**src/rtl/router_fsm_nch.sv**
```systemverilog
// router_fsm_nch: NUM_CH-way router input FSM; define ROUTER_FSM_TIMEOUT_EN to drop packets stuck in WAIT_TILL_EMPTY.
module router_fsm_nch #(
  parameter int NUM_CH       = 3,
  parameter int ADDR_W       = 2,
  parameter int WAIT_TIMEOUT = 64
) (
  input  logic              router_clock,
  input  logic              reset,
  input  logic              pkt_valid,
  input  logic [ADDR_W-1:0] data_in,
  input  logic [NUM_CH-1:0] fifo_empty,
  input  logic              fifo_full,
  input  logic [NUM_CH-1:0] soft_reset,
  input  logic              parity_done,
  input  logic              low_pkt_valid,
  output logic              busy,
  output logic              detect_add,
  output logic              lfd_state,
  output logic              ld_state,
  output logic              laf_state,
  output logic              full_state,
  output logic              rst_int_reg,
  output logic              write_enb_reg,
  output logic [NUM_CH-1:0] dest_sel,
  output logic              drop_state,
  output logic              pkt_drop
);
  localparam int NE = 2 ** ADDR_W;
  typedef enum logic [3:0] {
    DECODE_ADDRESS     = 4'd0,
    LOAD_FIRST_DATA    = 4'd1,
    LOAD_DATA          = 4'd2,
    LOAD_PARITY        = 4'd3,
    FIFO_FULL_STATE    = 4'd4,
    LOAD_AFTER_FULL    = 4'd5,
    WAIT_TILL_EMPTY    = 4'd6,
    CHECK_PARITY_ERROR = 4'd7,
    DROP_PACKET        = 4'd8
  } state_t;
  state_t            r_state, w_next;
  logic [ADDR_W-1:0] r_addr;
  logic              r_pkt_drop;
  logic [NE-1:0]     w_empty, w_srst;
  logic              w_bad, w_timeout;
  assign w_empty = NE'(fifo_empty);
  assign w_srst  = NE'(soft_reset);
  assign w_bad   = {1'b0, data_in} >= (ADDR_W+1)'(NUM_CH);
`ifdef ROUTER_FSM_TIMEOUT_EN
  localparam int CW = $clog2(WAIT_TIMEOUT) + 1;
  logic [CW-1:0] r_wait;
  assign w_timeout = r_wait == CW'(WAIT_TIMEOUT - 1);
  always_ff @(posedge router_clock)
    if (reset || r_state != WAIT_TILL_EMPTY) r_wait <= '0;
    else r_wait <= r_wait + 1'b1;
`else
  assign w_timeout = 1'b0;
`endif
  always_comb begin
    w_next = DECODE_ADDRESS;
    case (r_state)
      DECODE_ADDRESS:     w_next = !pkt_valid ? DECODE_ADDRESS : w_bad ? DROP_PACKET :
                                   w_empty[data_in] ? LOAD_FIRST_DATA : WAIT_TILL_EMPTY;
      LOAD_FIRST_DATA:    w_next = LOAD_DATA;
      LOAD_DATA:          w_next = fifo_full ? FIFO_FULL_STATE : !pkt_valid ? LOAD_PARITY : LOAD_DATA;
      LOAD_PARITY:        w_next = CHECK_PARITY_ERROR;
      CHECK_PARITY_ERROR: w_next = fifo_full ? FIFO_FULL_STATE : DECODE_ADDRESS;
      FIFO_FULL_STATE:    w_next = fifo_full ? FIFO_FULL_STATE : LOAD_AFTER_FULL;
      LOAD_AFTER_FULL:    w_next = parity_done ? DECODE_ADDRESS : low_pkt_valid ? LOAD_PARITY : LOAD_DATA;
      WAIT_TILL_EMPTY:    w_next = w_empty[r_addr] ? LOAD_FIRST_DATA : w_timeout ? DROP_PACKET : WAIT_TILL_EMPTY;
      DROP_PACKET:        w_next = pkt_valid ? DROP_PACKET : DECODE_ADDRESS;
      default:            w_next = DECODE_ADDRESS;
    endcase
    if (w_srst[r_addr] && r_state != DECODE_ADDRESS && r_state != DROP_PACKET) w_next = DECODE_ADDRESS;
  end
  always_ff @(posedge router_clock) begin
    if (reset) begin
      r_state    <= DECODE_ADDRESS;
      r_addr     <= '0;
      r_pkt_drop <= 1'b0;
    end else begin
      r_state    <= w_next;
      r_pkt_drop <= w_next == DROP_PACKET && r_state != DROP_PACKET;
      if (r_state == DECODE_ADDRESS && pkt_valid) r_addr <= data_in;
    end
  end
  assign detect_add    = r_state == DECODE_ADDRESS;
  assign lfd_state     = r_state == LOAD_FIRST_DATA;
  assign ld_state      = r_state == LOAD_DATA;
  assign laf_state     = r_state == LOAD_AFTER_FULL;
  assign full_state    = r_state == FIFO_FULL_STATE;
  assign rst_int_reg   = r_state == CHECK_PARITY_ERROR;
  assign drop_state    = r_state == DROP_PACKET;
  assign pkt_drop      = r_pkt_drop;
  assign write_enb_reg = ld_state || laf_state || r_state == LOAD_PARITY;
  assign busy          = lfd_state || r_state == LOAD_PARITY || full_state || laf_state ||
                         r_state == WAIT_TILL_EMPTY || rst_int_reg;
  assign dest_sel      = (detect_add || drop_state) ? '0 : NUM_CH'(1) << r_addr;
endmodule

```
**config.mk**
```make
export PLATFORM = sky130hd
export DESIGN_NAME = router_fsm_nch
export DESIGN_NICKNAME = d
export VERILOG_FILES = /design/src/rtl/router_fsm_nch.sv
export SDC_FILE = /design/constraint.sdc
export NUM_CORES = 1
export LEC_CHECK = 0
export BUFFER_PORTS_ARGS = -buffer_cell sky130_fd_sc_hd__buf_2
export CAP_MARGIN = 15
export CORE_MARGIN = 5
export CORE_UTILIZATION = 42
export DETAILED_ROUTE_END_ITERATION = 16
export GPL_TIMING_DRIVEN = 0
export PLACE_DENSITY_LB_ADDON = 0.05
export SLEW_MARGIN = 20
export SYNTH_ARGS = -nofsm -noshare
export SYNTH_HDL_FRONTEND = slang
export SYNTH_SLANG_ARGS = --single-unit
```
**constraint.sdc**
```tcl
create_clock -name router_clock -period 1.8 [get_ports router_clock]
set_clock_uncertainty 0.1 [all_clocks]
set_input_delay 0.27 -clock router_clock [delete_from_list [all_inputs] [get_ports router_clock]]
set_output_delay 0.27 -clock router_clock [all_outputs]
set_load 0.1 [all_outputs]
```
== After elaboration in Yosys (flattened, before gate mapping) ==
Cells that the tools add are included.

* Magnitude comparators: 3
* Equality and inequality tests: 10
* Shift operators: 1
* Mux-type cells: 20
* Reduce and logical (&&, ||, !) cells: 14

{| class="wikitable"
|+ Operators by type and width
! cell !! count
|-
| $pmux W4 S9 || 1
|-
| $eq A4 B3 Y1 const B || 4
|-
| $mux W4 || 4
|-
| $mux W3 || 5
|-
| $eq A4 B2 Y1 const B || 2
|-
| $eq A4 B4 Y1 const B || 2
|-
| $logic_or A1 B1 Y1 || 8
|-
| $bmux W1 S2 || 3
|-
| $lt A2 B3 Y1 const B || 2
|-
| $mux W1 || 6
|-
| $eq A4 B1 Y1 const B || 1
|-
| $logic_and A1 B1 Y1 || 4
|-
| $logic_not A4 Y1 || 1
|-
| $ne A4 B4 Y1 const B || 1
|-
| $reduce_bool A4 Y1 || 1
|-
| $shl A1 B2 Y3 const A || 1
|-
| $ge A2 B2 Y1 const B || 1
|-
| $mux W2 || 1
|}

* Register bits after elaboration: 7
* Output and inout bits: 13

== Depth between registers and ports, before layout ==
Gate-level depths: netlist (run 1).

* Depth after elaboration: 9
* Depth in mapped cells: 5
* Gate-level depth less buffers: 4

== Least setup slack after synthesis (run 1) ==
OpenSTA, ideal clock, no wires.

* Kind: reg2out
* Start: reg r_state[0]
* End: out dest_sel[1]
* Data arrival time: 3.067 ns
* Data required time: 1.430 ns
* Setup slack: -1.637 ns
* Stages on the path, launching flop included: 5
* Path buffers: 2
* Cells stage by stage: dfxtp_1 > buf_2 > buf_1 > nor3_1 > nor3b_1

* Word-level cells in the longest chain between the ends: 3

{| class="wikitable"
|+ RTL lines
! item !! line !! RTL
|-
| start: declaration || 40 || <nowiki>state_t r_state, w_next;</nowiki>
|-
| start signal: assignment || 81 || <nowiki>r_state <= w_next;</nowiki>
|-
| $eq A4 B4 Y1 or $logic_not A4 Y1 (tied branches) || 92, 86 ||
|-
| $logic_or A1 B1 Y1 * || 97 || <nowiki>assign dest_sel = (detect_add || drop_state) ? '0 : NUM_CH'(1) << r_addr;</nowiki>
|-
| $mux W3 * || 97 ||
|-
| end: declaration || 24 || <nowiki>output logic [NUM_CH-1:0] dest_sel,</nowiki>
|}

Every way passes the cells marked *; elsewhere a longest branch is shown, timed or not.

== Worst setup path after layout (run 1) ==
* Start: reg r_state[2]
* End: out drop_state

* Word-level cells in the longest chain between the ends: 1

{| class="wikitable"
|+ RTL lines
! item !! line !! RTL
|-
| $eq A4 B4 Y1 || 92 || <nowiki>assign drop_state = r_state == DROP_PACKET;</nowiki>
|-
| end: declaration || 25 || <nowiki>output logic drop_state,</nowiki>
|}

No other way between the ends.

==> results of run 1 <==
state kept, by name (all words and copies together) (netlist names):
name / cells
pkt_drop: 1
r_addr: 2
r_state: 4
where the power goes:
group | switching (W) | internal (W) | total, W
logic | 0.00111 | 0.000686 | 0.00180
registers | 0.0000472 | 0.000197 | 0.000245
clock network | 0.0000601 | 0.0000847 | 0.000145
total | 0.00122 | 0.000969 | 0.00219
worst register-to-register path: stages, from the launching register on:
cell and delay [ns]:
dfxtp_2 0.31, buf_6 0.13, nor4_4 0.38, nand2_2 0.11, or3b_1 0.41, a41oi_1 0.20
layout make-up:
type                       count  share of cell area
buffer                         6              0.0733
clock buffer                   4              0.0233
tap                           15              0.0167
multi-input combinational     63               0.452
inverter                       1             0.00333
sequential                     7               0.130
timing repair buffer          34               0.301
stage by stage:
| stage | instances | power (W) | setup WS (ns) |
|---|---|---|---|
| after floorplan | 78 | 0.00141 | -0.593 |
| after global placement | 119 | 0.00156 | -0.0588 |
| after detailed placement | 119 | 0.00158 | -0.0726 |
| after CTS | 124 | 0.00194 | -0.0314 |
| after global routing | 130 | 0.00227 | -0.0769 |
| final | 130 | 0.00219 | -0.0385 |
cell families (layout without fill, tap and decap cells):
family | count (synthesis) | count (layout) | synth area share
AO/OA/AOI/OAI | 12 | 12 | 0.153
XOR/XNOR | 1 | 1 | 0.0153
buffers and inverters | 8 | 45 | 0.0697
flip-flops | 7 | 7 | 0.244
multiplexers | 4 | 4 | 0.0719
AND/OR/NAND/NOR | 46 | 46 | 0.447
final timing paths:
kind / startpoint / to / slack [ns] / cells past startpoint
worst max-delay path: r_state[2] / drop_state / -0.04 / 4
worst min-delay path: reset / r_addr[1] / 0.12 / 2
worst max register to register: r_state[0] / r_state[1] / 0.06 / 5
worst min register to register: r_state[1] / r_addr[0] / 0.52 / 3
per-layer routing:
layer,routed length (um),part of all wire
met1,733,0.37
met2,1020,0.51
met3,177,0.088
met4,72,0.036
met5,0,0
layout by cell type (no fill, tap or decap), types with 2 or more instances in the layout:
cell type  Yosys  layout
buf_4          0       6
nand3b_1       3       3
nor2_1        11       5
dfxtp_2        0       2
nand3_1        4       4
a41oi_1        2       2
buf_8          0       2
nor3b_4        0       2
dfxtp_1        7       4
buf_2          2      14
buf_12         0       8
buf_6          1       7
clkbuf_4       0       4
a21oi_1        2       2
nor3_4         0       4
nor2_4         0       5
nand2_1        7       7
o211ai_1       2       2
nand2b_1       2       2
mux2i_1        3       3
nor3_1         8       4
timing repair:
action                     CTS  global route
setup endpoints to repair   11            10
buffers inserted             2             7
resized for setup           34            19
pin swaps                    3             6
==> results.toml, run 1 <==
[place]
placed_area_sq_um = 847
dp_hpwl_um = 1240
gp_congestion = 0.764
port_buffers = 26

[detailed_routing]
drc = 0
avgViaCountPerCell = 5.82
drt_iter0_drc = 13
dr.pass1.iters = 4
vias = 756
ant_nets = 0
avgRoutedWirePerCell_um = 15.4
drt-total-wl_um = 2010

[setup_path]
worstSetupStartpointType = "flip-flop"
critPathBufInv = 2
worstSetupPathType = "flip-flop to primary output"
path_delay_family = "simple AND/OR/NAND/NOR gates"
cpPeakStageDelay_ns = 0.42
cp.arrival_ns = 1.47
cp_slowest_cell = "or3_4"
crit_required_ns = 1.43
end_kind = "primary output"
cp_cell_sequence = "buf_8, or3_4, nor2_4, buf_12"
critPathMaxFanout = 10

[final_layout]
diodes = 0
fin_area_sq_um = 1130
drive_above_1_share = 0.557
syn_to_final_growth_pct = 96.1
final_nets = 130
seq_area_sq_um = 146
multiInputGateArea_sq_um = 509
fillers = 77
fin_util = 0.865

[sta]
period_needed_ns = 1.84
whs_ns = 0.117
final-hold-violation-count = 0
fin_ws_ns = -0.0385
report.final.slew_viol_count = 0
clock.fmax_ghz = 0.544
max_slew_margin = 0.676
setup_viol = 2
rsz0062_at_grt = "yes"
finalSetupTns_ns = -0.0435
fin_crit_sh = 1.02
worstMarginPinSlew_ns = 0.489

[synth]
ys_ff_latch = 7
yosysMostFrequentCell = "nor2_1"
yosys-top-cells-area = "dfxtp_1 (24%), nor2_1 (7.2%), nor3_1 (7.0%), mux2i_1 (5.2%), nand2_1 (4.6%)"
yosysTopAreaCell = "dfxtp_1"
synth_top_area_frac = 0.244
syn_inst = 78
synth-async-reset-ratio = 0
ys_top_cells_by_count = "nor2_1 (11), nor3_1 (8), dfxtp_1 (7), nand2_1 (7), nand3_1 (4)"
synth_cell_type_count = 32
ys.flop_type = "dfxtp_1"
synth.net_count = 92
synth_edf_count = 0
synth-seq-area-share = 0.244
netlist_area_sq_um = 574
synth_area_per_cell_sq_um = 7.36
ys.warnings.count = 0

[cts]
cts_max_path_buffers = 2
cts_root_buf = "clkbuf_4"
cts_tree = "done"
hold_buffers = 0
clkLatencyLatePin_ns = 0.26
cts_max_level = 1
clock_sinks = 7
path_clk_slew_ns = 0.05
cts_buffers = 3

[grt]
gr-total-overflow = 0
grt_max_degree = 11
use_met3 = 0.0498
grt_pass1_vias = 646
grt_pass1_wl_um = 2740
antenna_found_initial = 0
grt_use_met2 = 0.295
track_usage = 0.171
use_met1 = 0.211
busiest_layer = "met2"

[die]
rows = 13
initial_core_util = 0.441
core-area_sq_um = 1300
fp.dieArea_sq_um = 2210
die_x_um = 47.0
io_pins = 27
die_height_um = 47.0

[flow_run]
drv_cap = 0

[power_and_ir_drop]
ir_drop_mv = 1.98
p_per_area_nw_per_um2 = 1940
p_leak_nw = 0.430

[outcome]
failed_checks = "negative setup slack"
status = "complete, but fails checks"

[min_path]
hold_path_class = "primary input to flip-flop"
(Power assumes the default switching activity.)
==> run 2: changes to the inputs <==
--- a/config.mk
+++ b/config.mk
@@ -16,3 +16,4 @@
 export SYNTH_ARGS = -nofsm -noshare
 export SYNTH_HDL_FRONTEND = slang
 export SYNTH_SLANG_ARGS = --single-unit
+export TNS_END_PERCENT = 20
==> constraint.sdc (replaced) <==
create_clock -name router_clock -period 1.8 [get_ports router_clock]
set_clock_uncertainty 0.1 [all_clocks]
set_input_delay 0.09 -clock router_clock [delete_from_list [all_inputs] [get_ports router_clock]]
set_output_delay 0.09 -clock router_clock [all_outputs]
set_load 0.1 [all_outputs]
==> run 2 against run 1 <==
Compared with the run above: the flow now finishes without violations; cell area is 21% lower; non-clock buffer count is 7 lower; global-route usage is 0.48 points lower; sequential power is 7% lower; register-to-register slack better by 0.07 ns; setup slack better by 0.082 ns; fmax is 4.7% higher; critical endpoint is now write_enb_reg; highest routed layer unchanged.
==> results.toml, run 2 (synthesized netlist as in run 1, its figures left out) <==
[outcome]
status = "finished, final reports clean"

[cts]
cts_tree = "done"
cts_buffers = 3
clock_sinks = 7
path_clk_slew_ns = 0.06
cts_max_path_buffers = 2
cts_root_buf = "clkbuf_4"
cts_setup_buffers = 0
clkLatencyLatePin_ns = 0.25
cts_max_level = 1

[power_and_ir_drop]
p_sw_frac = 0.622
p_int_w = 0.000659
switchingPower_w = 0.00108
p_leak_nw = 0.361
ir_drop_mv = 1.28
p_per_area_nw_per_um2 = 1970
comb_power_share = 0.785
p_seq_frac = 0.130
p_clk_frac = 0.084

[sta]
report.final.slew_viol_count = 0
worstMarginPinSlew_ns = 0.487
whs_ns = 0.0224
clock.fmax_ghz = 0.569
setup_viol = 0
fin_crit_sh = 0.976
max_slew_margin = 0.677
period_needed_ns = 1.76
rsz0062_at_grt = "yes"
final-hold-violation-count = 0

[final_layout]
diodes = 0
fillers = 118
layout_common_cells = "buf_2 (17), clkbuf_4 (9), nor2_1 (9), nand2_1 (7), dfxtp_1 (7)"
fin_util = 0.682
seq_area_sq_um = 140
syn_to_final_growth_pct = 54.5
largest-register = "r_state"
drive_above_1_share = 0.435
largest_reg_flops = 4
final_nets = 123
instances_no_fill = 123
final_common_cell = "buf_2"
fin_area_sq_um = 887
multiInputGateArea_sq_um = 458

[grt]
gr-total-overflow = 0
grt_pass1_wl_um = 2670
grt_max_degree = 11
track_usage = 0.166
grt_pass1_vias = 601
antenna_found_initial = 0

[die]
initial_core_util = 0.441
io_pins = 27
fp.dieArea_sq_um = 2210
die_height_um = 47.0
die_x_um = 47.0
rows = 13
core-area_sq_um = 1300

[setup_path]
end_kind = "primary output"
critPathMaxFanout = 10
reg2reg_depth = 5
crit_required_ns = 1.61
worstSetupStartpointType = "flip-flop"
timing.rr.start = "r_state[0]"
rrSetupSlack_ns = 0.13
cp.arrival_ns = 1.57
worstSetupPathType = "flip-flop to primary output"
r2r_end = "r_state[1]"

[flow_run]
drv_cap = 0

[detailed_routing]
drt_iter0_drc = 13
drc = 0
vias = 675
ant_nets = 0
dr.pass1.iters = 4
drt-total-wl_um = 1550
avgViaCountPerCell = 5.49
avgRoutedWirePerCell_um = 12.6

[place]
dp_cells = 119
dp_hpwl_um = 1220
gp_congestion = 0.852
placed_area_sq_um = 766
port_buffers = 26

[min_path]
hp-start = "data_in[1]"
hold_path_class = "primary input to flip-flop"
holdPathStages = 3
hold_path_end = "r_addr[1]"
## run 2: cell types whose count changed in the layout (fill, tap and decap cells not counted), moves of 2 or more
cell	change
buf_12	-6
buf_2	+3
buf_4	-3
buf_6	-4
buf_8	-2
clkbuf_4	+5
dfxtp_1	+3
dfxtp_2	-2
nor2_1	+4
nor2_4	-4
nor3_2	+3
nor3_4	-3
## run 2: stage by stage
step / setup slack (ns) / setup TNS (ns) / power, W
CTS: -0.0198 / -0.0198 / 0.00168
global route: -0.0611 / -0.0611 / 0.00184
detailed placement: -0.0631 / -0.147 / 0.00146
floorplan: -0.613 / -5.10 / 0.00129
finish: 0.0433 / 0 / 0.00174
global placement: -0.0504 / -0.105 / 0.00145
## run 2: metal layers
metal  GRT usage  up-vias  part of all wire
met5           0        -                 0
met4      0.0497        0             0.011
met3      0.0460        4             0.055
met2       0.249       17              0.48
met1       0.231      312              0.45
li1            -      342                 -
## run 2: critical path, stage by stage, from the launching register on
cell	delay, ns
dfxtp_1	0.39
clkbuf_4	0.25
mux2_2	0.36
nor2_2	0.13
buf_12	0.19
## run 2: power groups by stage
stage / clock network (W) / registers [W] / logic (W)
4_1_cts: 0.000153 / 0.000214 / 0.00131
3_3_place_gp: 0 / 0.000217 / 0.00124
3_5_place_dp: 0 / 0.000217 / 0.00125
6_report: 0.000147 / 0.000227 / 0.00137
5_1_grt: 0.000167 / 0.000235 / 0.00144
2_1_floorplan: 0 / 0.000223 / 0.00107
## run 2: area by class of cell
| type | instances | share of cell area |
|---|---|---|
| Buffer | 6 | 0.0522 |
| Clock buffer | 4 | 0.0296 |
| Inverter | 1 | 0.00423 |
| Multi-Input combinational cell | 63 | 0.516 |
| Sequential cell | 7 | 0.158 |
| Tap cell | 15 | 0.0212 |
| Timing Repair Buffer | 27 | 0.219 |
## run 2: worst max path at each step
stage,endpoint,from
CTS,drop_state,r_state[2]
detailed placement,dest_sel[1],r_state[0]
global route,write_enb_reg,r_state[1]
global placement,dest_sel[1],r_state[0]
finish,write_enb_reg,r_state[1]
floorplan,r_state[1],r_state[0]
## run 2: what timing repair did
item | 4_1_cts | 5_1_grt
hold buffers | 1 | 0
resized for setup | 12 | 14
endpoints found under the setup margin | 7 | 11
gates cloned | 0 | 0
endpoints found under the hold margin | 2 | 0
==> run 3: changes to the inputs <==
--- a/config.mk
+++ b/config.mk
@@ -5,6 +5,7 @@
 export SDC_FILE = /design/constraint.sdc
 export NUM_CORES = 1
 export LEC_CHECK = 0
+export ABC_AREA = 1
 export BUFFER_PORTS_ARGS = -buffer_cell sky130_fd_sc_hd__buf_2
 export CAP_MARGIN = 15
 export CORE_MARGIN = 5
==> run 3 against run 2 <==
Compared with the run above: combinational power is 11% lower; synthesized cell count is 36% higher; setup slack improved by 0.037 ns; sequential share of layout area is 1.6 points higher; clock power shrank 3%; wire length down 9.5%; register-to-register slack improved by 0.34 ns; total power decreased by 6.9%; via count is 4.1% higher; cell area decreased by 9.2%; fmax grew 2.2%; highest routed layer unchanged.
==> results.toml, run 3 <==
[outcome]
status = "finished, final reports clean"

[setup_path]
worstSetupPathType = "flip-flop to primary output"
cp.arrival_ns = 1.53
end_kind = "primary output"
critPathMaxFanout = 6
crit_required_ns = 1.61
reg2reg_depth = 7
worstSetupStartpointType = "flip-flop"

[final_layout]
layout_common_cells = "buf_2 (24), inv_1 (23), nand2_1 (22), nor2_1 (17)"
largest-register = "r_state"
final_nets = 152
syn_to_final_growth_pct = 33.6
drive_above_1_share = 0.336
fin_util = 0.604
diodes = 0
fin_area_sq_um = 806
instances_no_fill = 152
final_common_cell = "buf_2"
largest_reg_flops = 4

[cts]
path_clk_slew_ns = 0.05
cts_tree = "done"
cts_buffers = 3
clock_sinks = 7
cts_root_buf = "clkbuf_4"
clkLatencyLatePin_ns = 0.25
cts_max_path_buffers = 2
cts_max_level = 1
cts_setup_buffers = 0

[detailed_routing]
dr.pass1.iters = 4
drt-total-wl_um = 1410
vias = 703
drc = 0
avgViaCountPerCell = 4.63
drt_iter0_drc = 17
ant_nets = 0
avgRoutedWirePerCell_um = 9.25

[grt]
antenna_found_initial = 0
grt_max_degree = 8
grt_pass1_wl_um = 2290
track_usage = 0.141
gr-total-overflow = 0
grt_pass1_vias = 585

[sta]
max_slew_margin = 0.676
report.final.slew_viol_count = 0
setup_viol = 0
rsz0062_at_grt = "yes"
fin_crit_sh = 0.955
clock.fmax_ghz = 0.581
final-hold-violation-count = 0
period_needed_ns = 1.72
fin_ws_ns = 0.0803
worstMarginPinSlew_ns = 0.490

[synth]
synth_top_family_by_area = "simple AND/OR/NAND/NOR gates"
synth_mux_area_frac = 0
netlist_area_sq_um = 603
synth_xor_area_frac = 0
yosysMostFrequentCell = "inv_1"
yosys-top-cells-area = "dfxtp_1 (23%), inv_1 (14%), nand2_1 (14%), nor2_1 (11%), nand3_1 (5.8%)"
synth_compound_area_frac = 0.116
synth_edf_count = 0
yosysTopAreaCell = "dfxtp_1"
ys_top_cells_by_count = "inv_1 (23), nand2_1 (22), nor2_1 (18)"
synth_area_per_cell_sq_um = 5.69
ys_ff_latch = 7
synth-seq-area-share = 0.232
synth-simple-area-share = 0.490
synth-adder-area-share = 0
ys.warnings.count = 0
synth_cell_type_count = 19
ys.flop_type = "dfxtp_1"
syn_inst = 106
synth.net_count = 120
synth-async-reset-ratio = 0
synth_top_area_frac = 0.232

[power_and_ir_drop]
p_seq_frac = 0.159
p_leak_nw = 0.501
switchingPower_w = 0.00111
p_int_w = 0.000511
p_clk_frac = 0.087
p_sw_frac = 0.685
ir_drop_mv = 0.995
power.total_w = 0.00162
p_per_area_nw_per_um2 = 2020
comb_power_share = 0.754

[die]
initial_core_util = 0.452
die_x_um = 47.9
fp.dieArea_sq_um = 2290
rows = 13
die_height_um = 47.9
core-area_sq_um = 1330
io_pins = 27

[min_path]
hold_path_class = "primary input to flip-flop"
holdPathStages = 3

[place]
gp_congestion = 0.773
dp_hpwl_um = 1210
dp_cells = 147
placed_area_sq_um = 764
pre_cts_ws_ns = 0.240
port_buffers = 26

[flow_run]
drv_cap = 0
==> run 3: cell count changes in the layout (fill, tap and decap cells not counted), sizes merged, moves of 3 or more <==
| cell | previous run | this run |
|---|---|---|
| mux2i | 3 | 0 |
| nor3 | 8 | 4 |
| nand3b | 3 | 0 |
| nand2b | 3 | 0 |
| clkbuf | 11 | 5 |
| inv | 1 | 26 |
| o21ai | 1 | 6 |
| nand3 | 4 | 8 |
| nand2 | 8 | 24 |
| nor2 | 11 | 24 |
==> run 3: critical path: stages, from the launching register on <==
cell and delay [ns]:
dfxtp_1 0.38, nor3_2 0.37, inv_1 0.14, nor2_2 0.10
buf_4 0.29
==> run 3: worst paths after layout <==
check,end,startpoint,slack [ns]
setup / recovery,drop_state,r_state[0],0.08
hold / removal,r_addr[0],data_in[0],0.07
setup reg to reg,r_state[2],r_state[0],0.47
hold reg to reg,r_addr[1],r_addr[1],0.48
==> run 3: what timing repair did <==
| item | CTS | global route |
|---|---|---|
| hold endpoints to repair | 3 | 0 |
| hold buffers | 1 | 0 |
| endpoints found under the setup margin | 1 | 2 |
| cloned | 0 | 0 |
| resized for setup | 1 | 1 |
==> run 3: per-layer routing <==
layer  vias up  global-route usage  part of all wire
met5         -                   0                 0
met4         0              0.0484             0.015
met3         5              0.0338             0.063
met2        21               0.211              0.44
met1       289               0.197              0.48
li1        388                   -                 -
==> run 3: metrics by stage <==
step / TNS, ns / hold slack [ns]
finish: 0 / 0.0654
detailed placement: 0 / 0.252
floorplan: -1.33 / 0.0569
CTS: 0 / 0.0574
global placement: 0 / 0.253
global route: -0.0120 / 0.0837
==> run 3: power by group through the flow <==
| stage | sequential [W] | clock, W | combinational (W) |
|---|---|---|---|
| floorplan | 0.000262 | 0 | 0.00104 |
| global placement | 0.000260 | 0 | 0.00122 |
| detailed placement | 0.000260 | 0 | 0.00122 |
| CTS | 0.000257 | 0.000147 | 0.00123 |
| global route | 0.000265 | 0.000163 | 0.00131 |
| finish | 0.000258 | 0.000142 | 0.00122 |
==> run 3: final cells by class <==
type,count,area (sq um)
fill,141,528
multi-input combinational,73,378
timing repair buffer,27,145
sequential,7,140
inverter,26,97.6
clock buffer,4,26.3
tap,15,18.8
==> run 3: cells by family after synthesis <==
| kind of cell | count (synthesis) |
|---|---|
| AO/OA/AOI/OAI | 11 |
| buffers and inverters | 26 |
| flip-flops | 7 |
| AND/OR/NAND/NOR | 62 |
